`config.mk`:
```
export PLATFORM = sky130hd
export DESIGN_NAME = load_store_unit
export DESIGN_NICKNAME = d
export VERILOG_FILES = /design/src/rtl/mips_mem_pkg.sv /design/src/rtl/load_store_unit.sv
export SDC_FILE = /design/constraint.sdc
export NUM_CORES = 1
export LEC_CHECK = 0
export BUFFER_PORTS_ARGS = -buffer_cell sky130_fd_sc_hd__buf_4
export CORE_UTILIZATION = 44
export CTS_CLUSTER_DIAMETER = 100
export DETAILED_ROUTE_END_ITERATION = 10
export PLACE_DENSITY = 0.8
export SYNTH_ARGS = -nofsm -noshare
export SYNTH_HDL_FRONTEND = slang
export SYNTH_SLANG_ARGS = --single-unit
```
`constraint.sdc`:
```
create_clock -name clk -period 1.5 [get_ports clk]
set_clock_uncertainty 0.1 [all_clocks]
set_input_delay 0.225 -clock clk [delete_from_list [all_inputs] [get_ports clk]]
set_output_delay 0.225 -clock clk [all_outputs]
set_load 0.005 [all_outputs]
```
`src/rtl/mips_mem_pkg.sv`:
```
// Shared types and helpers for the MEM-stage load/store unit of the pipelined MIPS.
package mips_mem_pkg;

    localparam int unsigned ADDR_W = 8;
    localparam int unsigned DATA_W = 8;

    // StHi is the second beat of a halfword access (byte at addr+1).
    typedef enum logic [0:0] {
        StIdle = 1'b0,
        StHi   = 1'b1
    } lsu_state_e;

    // Widen a loaded byte to a halfword, sign- or zero-extended.
    function automatic logic [2*DATA_W-1:0] extend_byte(input logic [DATA_W-1:0] b,
                                                        input logic             is_signed);
        return {{DATA_W{b[DATA_W-1] & is_signed}}, b};
    endfunction

endpackage

```
`src/rtl/load_store_unit.sv`:
```
// MEM-stage initiator for the byte-wide data memory. Byte ops complete in one cycle;
// halfword ops are split into a low-byte beat (stalling the pipeline) and a high-byte beat.
module load_store_unit
    import mips_mem_pkg::*;
#(
    parameter int unsigned ADDR_W = mips_mem_pkg::ADDR_W,
    parameter int unsigned DATA_W = mips_mem_pkg::DATA_W
) (
    input  logic                  clk,
    input  logic                  rst,
    input  logic                  req_valid,
    input  logic                  req_write,
    input  logic                  req_half,
    input  logic                  req_signed,
    input  logic [ADDR_W-1:0]     req_addr,
    input  logic [2*DATA_W-1:0]   req_wdata,
    output logic                  stall,
    output logic                  ld_valid,
    output logic [2*DATA_W-1:0]   ld_data,
    output logic                  mem_write,
    output logic [ADDR_W-1:0]     mem_addr,
    output logic [DATA_W-1:0]     mem_wdata,
    input  logic [DATA_W-1:0]     mem_rdata
);

    lsu_state_e          state_q, state_d;
    logic [ADDR_W-1:0]   hi_addr_q, hi_addr_d;
    logic [DATA_W-1:0]   hi_wdata_q, hi_wdata_d;
    logic                hi_write_q, hi_write_d;
    logic [DATA_W-1:0]   lo_byte_q, lo_byte_d;
    logic                ld_valid_q, ld_valid_d;
    logic [2*DATA_W-1:0] ld_data_q, ld_data_d;

    // Next-state, memory-port drive and load-result formation.
    always_comb begin
        state_d    = state_q;
        hi_addr_d  = hi_addr_q;
        hi_wdata_d = hi_wdata_q;
        hi_write_d = hi_write_q;
        lo_byte_d  = lo_byte_q;
        ld_valid_d = 1'b0;
        ld_data_d  = ld_data_q;
        stall      = 1'b0;
        mem_write  = 1'b0;
        mem_addr   = '0;
        mem_wdata  = '0;

        unique case (state_q)
            StIdle: begin
                if (req_valid) begin
                    // First (or only) beat always targets req_addr.
                    mem_addr = req_addr;
                    if (req_write) begin
                        mem_write = 1'b1;
                        mem_wdata = req_wdata[DATA_W-1:0];
                    end
                    if (req_half) begin
                        // Signedness is irrelevant for a full 16-bit result, so it is not kept.
                        stall      = 1'b1;
                        hi_addr_d  = req_addr + ADDR_W'(1);
                        hi_wdata_d = req_wdata[2*DATA_W-1:DATA_W];
                        hi_write_d = req_write;
                        lo_byte_d  = mem_rdata;
                        state_d    = StHi;
                    end else if (!req_write) begin
                        ld_valid_d = 1'b1;
                        ld_data_d  = extend_byte(mem_rdata, req_signed);
                    end
                end
            end
            StHi: begin
                // The pipeline still presents the same request; req_* are ignored here.
                mem_addr  = hi_addr_q;
                mem_write = hi_write_q;
                mem_wdata = hi_wdata_q;
                if (!hi_write_q) begin
                    ld_valid_d = 1'b1;
                    ld_data_d  = {mem_rdata, lo_byte_q};
                end
                state_d = StIdle;
            end
            default: state_d = StIdle;
        endcase

        // No memory write may escape while reset is held, including a pending high byte.
        if (rst) begin
            mem_write = 1'b0;
        end
    end

    // State, halfword latches and registered load result; synchronous reset.
    always_ff @(posedge clk) begin
        if (rst) begin
            state_q    <= StIdle;
            hi_addr_q  <= '0;
            hi_wdata_q <= '0;
            hi_write_q <= 1'b0;
            lo_byte_q  <= '0;
            ld_valid_q <= 1'b0;
            ld_data_q  <= '0;
        end else begin
            state_q    <= state_d;
            hi_addr_q  <= hi_addr_d;
            hi_wdata_q <= hi_wdata_d;
            hi_write_q <= hi_write_d;
            lo_byte_q  <= lo_byte_d;
            ld_valid_q <= ld_valid_d;
            ld_data_q  <= ld_data_d;
        end
    end

    assign ld_valid = ld_valid_q;
    assign ld_data  = ld_data_q;

endmodule

```
==> flow_summary.ini, run 1 <==
[power]
p_switching_uw = 702
internal_power_uw = 2050
pwr-share-comb_pct = 20.4
clockPowerShare_pct = 34.1
p_leak_uw = 0.00122
power_uw = 2750
powerDensity_mw_per_mm2 = 936
vdd_drop_max_v = 0.000721
seqPwrFrac_pct = 45.4
sw_frac_of_total_pct = 25.5

[global_route]
grt_max_degree = 28
grt_pass1_wl_um = 8750
grt_pass1_vias = 1860
grt_overflow = 0
grt_antenna_before_repair = 0
track_usage_pct = 22.2

[clock_network]
cts-root-buf = clkbuf_8
hold_buffers = 0
cts_tree = yes
cts_buffer_depth = 2
clkTransAtPathRegs_ps = 80
numCtsBuffers = 5
cts.sinks = 43
htreeDepth = 2
clk_latency_ps = 290

[cells_and_area]
final_area_sq_mm = 0.00294
syn_to_final_growth_pct = 43.6
drive_gt1_share_pct = 39.8
layout_common_cells = 85 x buf_4, 54 x nand2_1, 42 x dfxtp_1, 25 x a21oi_1, 14 x nor3_1
final_nets = 360
final_util_pct = 66.7
diodes = 0
mostFrequentLayoutCell = buf_4

[timing]
drv_slew = 0
setup_viol = 22
fin_ws_ps = -129
final-hold-violation-count = 0
post-route-min-period_ps = 1630
tns_ps = -1280
fmax_ghz = 0.614
max-slew-margin-rel_pct = 74.9
tightest_slew_ps = 375
fin_crit_sh_pct = 109
rsz0062_at_grt = yes

[logic_synthesis]
yosys-top-cells-area = dfxtp_1 42%, nand2_1 9.9%, a21oi_1 6.3%
synth-compound-area-share_pct = 24.3
synthMuxAreaShare_pct = 3.90
syn-mean-instance-area_sq_um = 8.51
ys_warn_count = 0
yosysSeqAreaShare_pct = 42.0
synthCells = 241
yosys.area_share.simple_pct = 21.2
yosys.area.top_type = dfxtp_1
synthAdderAreaFrac_pct = 0.610
synth_top_family_by_area = compound AO/OA/AOI/OAI gates
synth_top_area_share_pct = 42.0
synth_xor_area_share_pct = 1.28
syn_area_sq_mm = 0.00205
ys_ff_latch = 43
syn-num-nets = 280
synthDistinctLibCells = 33

[drt]
totalWireLength_um = 5620
via_per_inst = 5.42
drtIter0Drc = 105
vias = 2028
wire_per_inst_um = 15.0
drc = 0
final_antenna_net_count = 0
drtPass1Iterations = 4

[critical_path]
reg2regPathDepth = 5
critPathMaxFanout = 8
crit_type = flip-flop to output port
crit_required_ps = 1170
cp.arrival_ps = 1300
end_kind = output port
cp-start-kind = flip-flop

[min_path]
hold_depth = 2
hold_path_class = input port to flip-flop

[outcome]
violations = setup timing
status = finished with violations

[die]
die_area_sq_mm = 0.00494
die_h_um = 70.3
io_pins = 73
die_w_um = 70.3
floorplan.initialDensity_pct = 46.5
rows = 24
core_sq_mm = 0.00441

[placed_design]
io_buffers = 72
place_ws_ps = 75.0
place_hpwl_um = 3490
placed_area_sq_mm = 0.00266
gp_congestion = 0.768

[flow_run]
maxCapViolations = 0
-- timing repair --
| item | in CTS | in global routing |
|---|---|---|
| resized for setup | 5 | 16 |
| setup endpoints to repair | 15 | 51 |
| cloned | 2 | 1 |
| pin swaps | 9 | 14 |
| setup buffers | 7 | 1 |
-- layout make-up --
class                   count  area [sq um]
fillers                   355          1470
clock buffers               6          82.6
inverters                   1          3.75
multi-input cells         175          1100
repair buffers             95           793
flip-flops and latches     43           865
well taps                  52          65.1
clock inverters             2          35.0
-- power groups by stage --
stage / Clock (uW) / Sequential [uW] / Combinational [uW]
2_1_floorplan: 0 / 1270 / 264
6_report: 940 / 1250 / 563
3_5_place_dp: 0 / 1280 / 503
4_1_cts: 951 / 1250 / 535
5_1_grt: 1000 / 1260 / 609
3_3_place_gp: 0 / 1280 / 491
-- cell usage after synthesis, drive strengths merged --
cell type and n:
a211oi 19, a21oi 27, a22o 8, a311oi 3, and3b 2, buf 14, clkbuf 9, dfxtp 43
ha 1, inv 1, mux2i 8, nand2 54, nand3 3, nand3b 1, nand4 1, nor2 9
nor2b 2, nor3 15, nor4b 1, o21ai 11, o221ai 1, or2 1, or3 3, or3b 1
xnor2 1, xor2 2
-- critical path, cell delays in order, from the launching register on --
cell and delay (ps):
dfxtp_4 400, and3b_2 260, a21oi_2 140, nor2_1 70, buf_4 140
-- logic make-up after synthesis --
group / Yosys count
compound gates: 69
mux: 8
fa+ha+maj: 1
buf+inv: 24
flops: 43
simple gates: 93
xor+xnor: 3
-- final timing paths --
path | startpoint | end | slack (ps)
max | state_q | mem_write | -130
min | req_addr[0] | hi_addr_q[0] | 30
max reg2reg | state_q | ld_data[7] | -40
min reg2reg | lo_byte_q[3] | lo_byte_q[3] | 360
-- state kept, by name (all words and copies together), names as in the netlist --
register and cells:
ld_data 16, hi_addr_q 8, hi_wdata_q 8, lo_byte_q 8, hi_write_q 1, ld_valid 1
state_q 1
-- per-stage QoR --
stage               hold WS (ps)  instances
floorplan                    221        241
CTS                         25.0        373
finish                      32.9        374
detailed placement           344        357
global route                38.4        374
global placement             340        357
-- routing by layer --
| metal | track usage, % | wire, um |
|---|---|---|
| met1 | 27.6 | 2460 |
| met2 | 37.2 | 2860 |
| met3 | 4.47 | 241 |
| met4 | 8.67 | 70 |
| met5 | 0 | 0 |
Power figures use the tool's default switching activity.
==> inputs of run 2 (changes only) <==
Settings changed: SKIP_CTS_REPAIR_TIMING set to 1.
==> run 2 against run 1 <==
Effect of this change: clock-buffer cell count stayed put; die area stayed put; critical path type unchanged; flip-flop and latch count stayed put; critical path depth unchanged; utilization shrank 1.9 points; global-route usage decreased by 2.0 points; cell area decreased by 2.8%; clock power hardly changed; the flow still finishes with violations (setup timing); worst hold slack barely moved; non-clock buffer count fell by 2.
==> flow_summary.ini, run 2 (synthesis gave the netlist of run 1 again) <==
[outcome]
status = finished with violations
violations = setup timing

[clock_network]
cts_tree = yes
clk_latency_ps = 300
cts_buffer_depth = 2
cts.sinks = 43
clkTransAtPathRegs_ps = 80
htreeDepth = 2
cts-root-buf = clkbuf_8
numCtsBuffers = 5

[min_path]
hp-start = req_addr[0]
hold_depth = 2
hold_end = hi_addr_q[0]
hold_path_class = input port to flip-flop

[drt]
wire_per_inst_um = 13.9
met1Wirelength_um = 2260
final_antenna_net_count = 0
dr_wl_met2_um = 2600
totalWireLength_um = 5170
met3_length_um = 250
drtPass1Iterations = 4
vias = 2015
via_per_inst = 5.43
drtIter0Drc = 60
top_layer = met4
drc = 0

[critical_path]
ff2ff_setup_slack_ps = 40
r2r_start = state_q
reg2regPathDepth = 5
crit_type = flip-flop to output port
cp.arrival_ps = 1330
crit_required_ps = 1170
end_kind = output port
r2r-end = ld_data[7]
critPathMaxFanout = 9
cp-start-kind = flip-flop

[power]
powerDensity_mw_per_mm2 = 949
p_leak_uw = 0.00118
vdd_drop_max_v = 0.000701
power_uw = 2720

[timing]
tightest_slew_ps = 283
drv_slew = 0
fin_ws_ps = -155
post-route-min-period_ps = 1660
fin_crit_sh_pct = 110
fmax_ghz = 0.604
max-slew-margin-rel_pct = 81.1
setup_viol = 14
final-hold-violation-count = 0
rsz0062_at_grt = yes
whs_ps = 32.7
tns_ps = -1480

[cells_and_area]
fill_cells = 370
final_area_sq_mm = 0.00286
syn_to_final_growth_pct = 39.5
diodes = 0
final_nets = 357
drive_gt1_share_pct = 37.9
mostFrequentLayoutCell = buf_4
largest_reg_flops = 16
layout_common_cells = 88 x buf_4, 53 x nand2_1, 42 x dfxtp_1, 25 x a21oi_1, 15 x nor3_1

[die]
die_h_um = 70.3
die_area_sq_mm = 0.00494
die_w_um = 70.3
floorplan.initialDensity_pct = 46.5
core_sq_mm = 0.00441
io_pins = 73
rows = 24

[global_route]
grt_overflow = 0
grt_pass1_wl_um = 8080
grt_pass1_vias = 1757
grt_antenna_before_repair = 0
grt_max_degree = 28
track_usage_pct = 20.2

[flow_run]
maxCapViolations = 0

[placed_design]
io_buffers = 72
placed_area_sq_mm = 0.00266
gp_congestion = 0.768
place_ws_ps = 75.0
place_hpwl_um = 3490
[run 2: cell count changes in the layout (fill, tap and decap cells not counted), sizes merged]
cell and delta:
clkbuf +1, bufbuf -1, buf -2, and3b -1
[run 2: worst max path at each step]
stage | startpoint | end | slack (ps)
CTS | state_q | mem_write | -250
detailed placement | state_q | mem_write | 70
finish | state_q | mem_wdata[0] | -160
floorplan | state_q | ld_data[10] | -30
global route | state_q | mem_wdata[0] | -200
global placement | state_q | mem_wdata[0] | 110
[run 2: layout make-up]
cell class / count / area (sq um) / share of cell area (%)
flip-flops and latches: 43 / 865 / 30.2
well taps: 52 / 65.1 / 2.27
clock inverters: 2 / 35.0 / 1.22
inverters: 1 / 3.75 / 0.131
repair buffers: 93 / 748 / 26.1
clock buffers: 6 / 82.6 / 2.89
multi-input cells: 174 / 1060 / 37.1
[run 2: worst max-delay path: stages (launching register included)]
cell and delay [ps]:
dfxtp_4 380, and3b_1 190, buf_6 140, a22o_1 200, buf_4 130
[run 2: metal layers]
layer  global-route usage (%)  vias up
met4                     6.67        0
met5                        0        -
met2                     34.4       59
met1                     25.2      947
met3                     4.18        5
li1                         -     1004
[run 2: metrics by stage]
stage	std cells	util [%]
final	371	64.8
after global routing	371	64.8
after CTS	365	63.0
after detailed placement	357	60.3
after global placement	357	60.3
after floorplan	241	-
[run 2: where the power goes]
part	switching, uW	leakage, uW	internal, uW	total, uW
registers	39.2	0.000353	1210	1250
logic	245	0.000770	284	529
clock network	398	0.0000612	539	937
==> inputs of run 3 (changes only) <==
Settings changed: RECOVER_POWER set to 100.
==> run 3 against run 2 <==
Effect of this change: the flow still finishes with violations (setup timing); global-route usage did not move; cell count did not move; worst hold slack got worse by 0.54 ps; first-iteration DRC count rose by 12%; clock-buffer cell count did not move; sequential power barely moved; die area did not move.
==> flow_summary.ini, run 3 (synthesis gave the netlist of run 1 again) <==
[die]
die_w_um = 70.3
die_area_sq_mm = 0.00494
die_h_um = 70.3
core_sq_mm = 0.00441
io_pins = 73
rows = 24
floorplan.initialDensity_pct = 46.5

[global_route]
grt_pass1_vias = 1757
grt_pass1_wl_um = 8080
track_usage_pct = 20.2
grt_antenna_before_repair = 0
grt_max_degree = 28
grt_overflow = 0

[drt]
totalWireLength_um = 5170
wire_per_inst_um = 13.9
drtPass1Iterations = 4
drtIter0Drc = 67
drc = 0
vias = 2005
via_per_inst = 5.40
final_antenna_net_count = 0

[cells_and_area]
largest_reg_flops = 16
final_area_sq_mm = 0.00286
layout_common_cells = 70 x buf_4, 53 x nand2_1, 42 x dfxtp_1, 25 x a21oi_1, 17 x clkbuf_4
mostFrequentLayoutCell = buf_4
final_util_pct = 64.8
diodes = 0
syn_to_final_growth_pct = 39.4
drive_gt1_share_pct = 37.9
final_nets = 357

[critical_path]
cp_slowest_cell = dfxtp_4
r2r-end = ld_data[7]
end_kind = output port
crit_type = flip-flop to output port
cp_num_buf_inv = 2
crit_required_ps = 1170
reg2regPathDepth = 5
cp_top_family = flip-flops
worstPathCellList = and3b_1 > buf_6 > a22o_1 > buf_4
critPathMaxStageDelay_ps = 380
r2r_start = state_q
cp.arrival_ps = 1330
cp-start-kind = flip-flop
ff2ff_setup_slack_ps = 30
critPathMaxFanout = 9

[min_path]
hp-start = req_addr[0]
hold_depth = 2
hold_path_class = input port to flip-flop
hold_end = hi_addr_q[0]

[timing]
final-hold-violation-count = 0
rsz0062_at_grt = yes
fin_crit_sh_pct = 110
fmax_ghz = 0.604
tightest_slew_ps = 413
fin_ws_ps = -155
max-slew-margin-rel_pct = 72.5
post-route-min-period_ps = 1650
drv_slew = 0
setup_viol = 14

[placed_design]
place_hpwl_um = 3490
gp_congestion = 0.768
io_buffers = 72
placed_area_sq_mm = 0.00266
place_ws_ps = 75.0

[outcome]
violations = setup timing
status = finished with violations

[clock_network]
cts-root-buf = clkbuf_8
clk_latency_ps = 300
cts_buffer_depth = 2
cts.sinks = 43
clkTransAtPathRegs_ps = 80
numCtsBuffers = 5
htreeDepth = 2
cts_tree = yes

[power]
pwr-share-comb_pct = 19.4
powerDensity_mw_per_mm2 = 948
sw_frac_of_total_pct = 25.1
vdd_drop_max_v = 0.000697
internal_power_uw = 2030
p_leak_uw = 0.00118
p_switching_uw = 681
clockPowerShare_pct = 34.5
seqPwrFrac_pct = 46.1

[flow_run]
maxCapViolations = 0
==> run 3: changes by cell type in the layout (fill, tap and decap cells not counted) <==
cell      change
clkbuf_2      +1
buf_4        -18
clkbuf_4     +17
==> run 3: worst max path at each step <==
stage / depth (start not counted) / to / slack, ps / startpoint
floorplan: 6 / ld_data[10] / -30 / state_q
global placement: 4 / mem_wdata[0] / 110 / state_q
detailed placement: 5 / mem_write / 70 / state_q
CTS: 5 / mem_write / -250 / state_q
global route: 4 / mem_wdata[0] / -200 / state_q
finish: 4 / mem_wdata[0] / -150 / state_q
==> run 3: power by group through the flow <==
stage                     Clock [uW]  Sequential (uW)  Combinational [uW]
final                            935             1250                 526
after global routing             993             1260                 574
after CTS                        951             1250                 506
after detailed placement           0             1280                 503
after global placement             0             1280                 491
after floorplan                    0             1270                 264
==> run 3: metal layers <==
| layer | wire, um | track usage, % |
|---|---|---|
| met4 | 58 | 6.67 |
| met2 | 2580 | 34.4 |
| met3 | 244 | 4.18 |
| met5 | 0 | 0 |
| met1 | 2280 | 25.2 |
==> run 3: cell type report <==
cell class | count | area, sq um
clock inverter | 2 | 35.0
timing repair buffer | 93 | 746
inverter | 1 | 3.75
clock buffer | 6 | 82.6
sequential | 43 | 865
tap | 52 | 65.1
multi-input combinational | 174 | 1060
fill | 370 | 1560
==> run 3: through the flow <==
stage | TNS [ps] | hold WS [ps] | cells | total power [uW]
after CTS | -2750 | 25.0 | 365 | 2710
after global routing | -2500 | 41.0 | 371 | 2830
after global placement | 0 | 340 | 357 | 1770
after floorplan | -253 | 221 | 241 | 1540
final | -1490 | 32.2 | 371 | 2710
after detailed placement | 0 | 344 | 357 | 1780
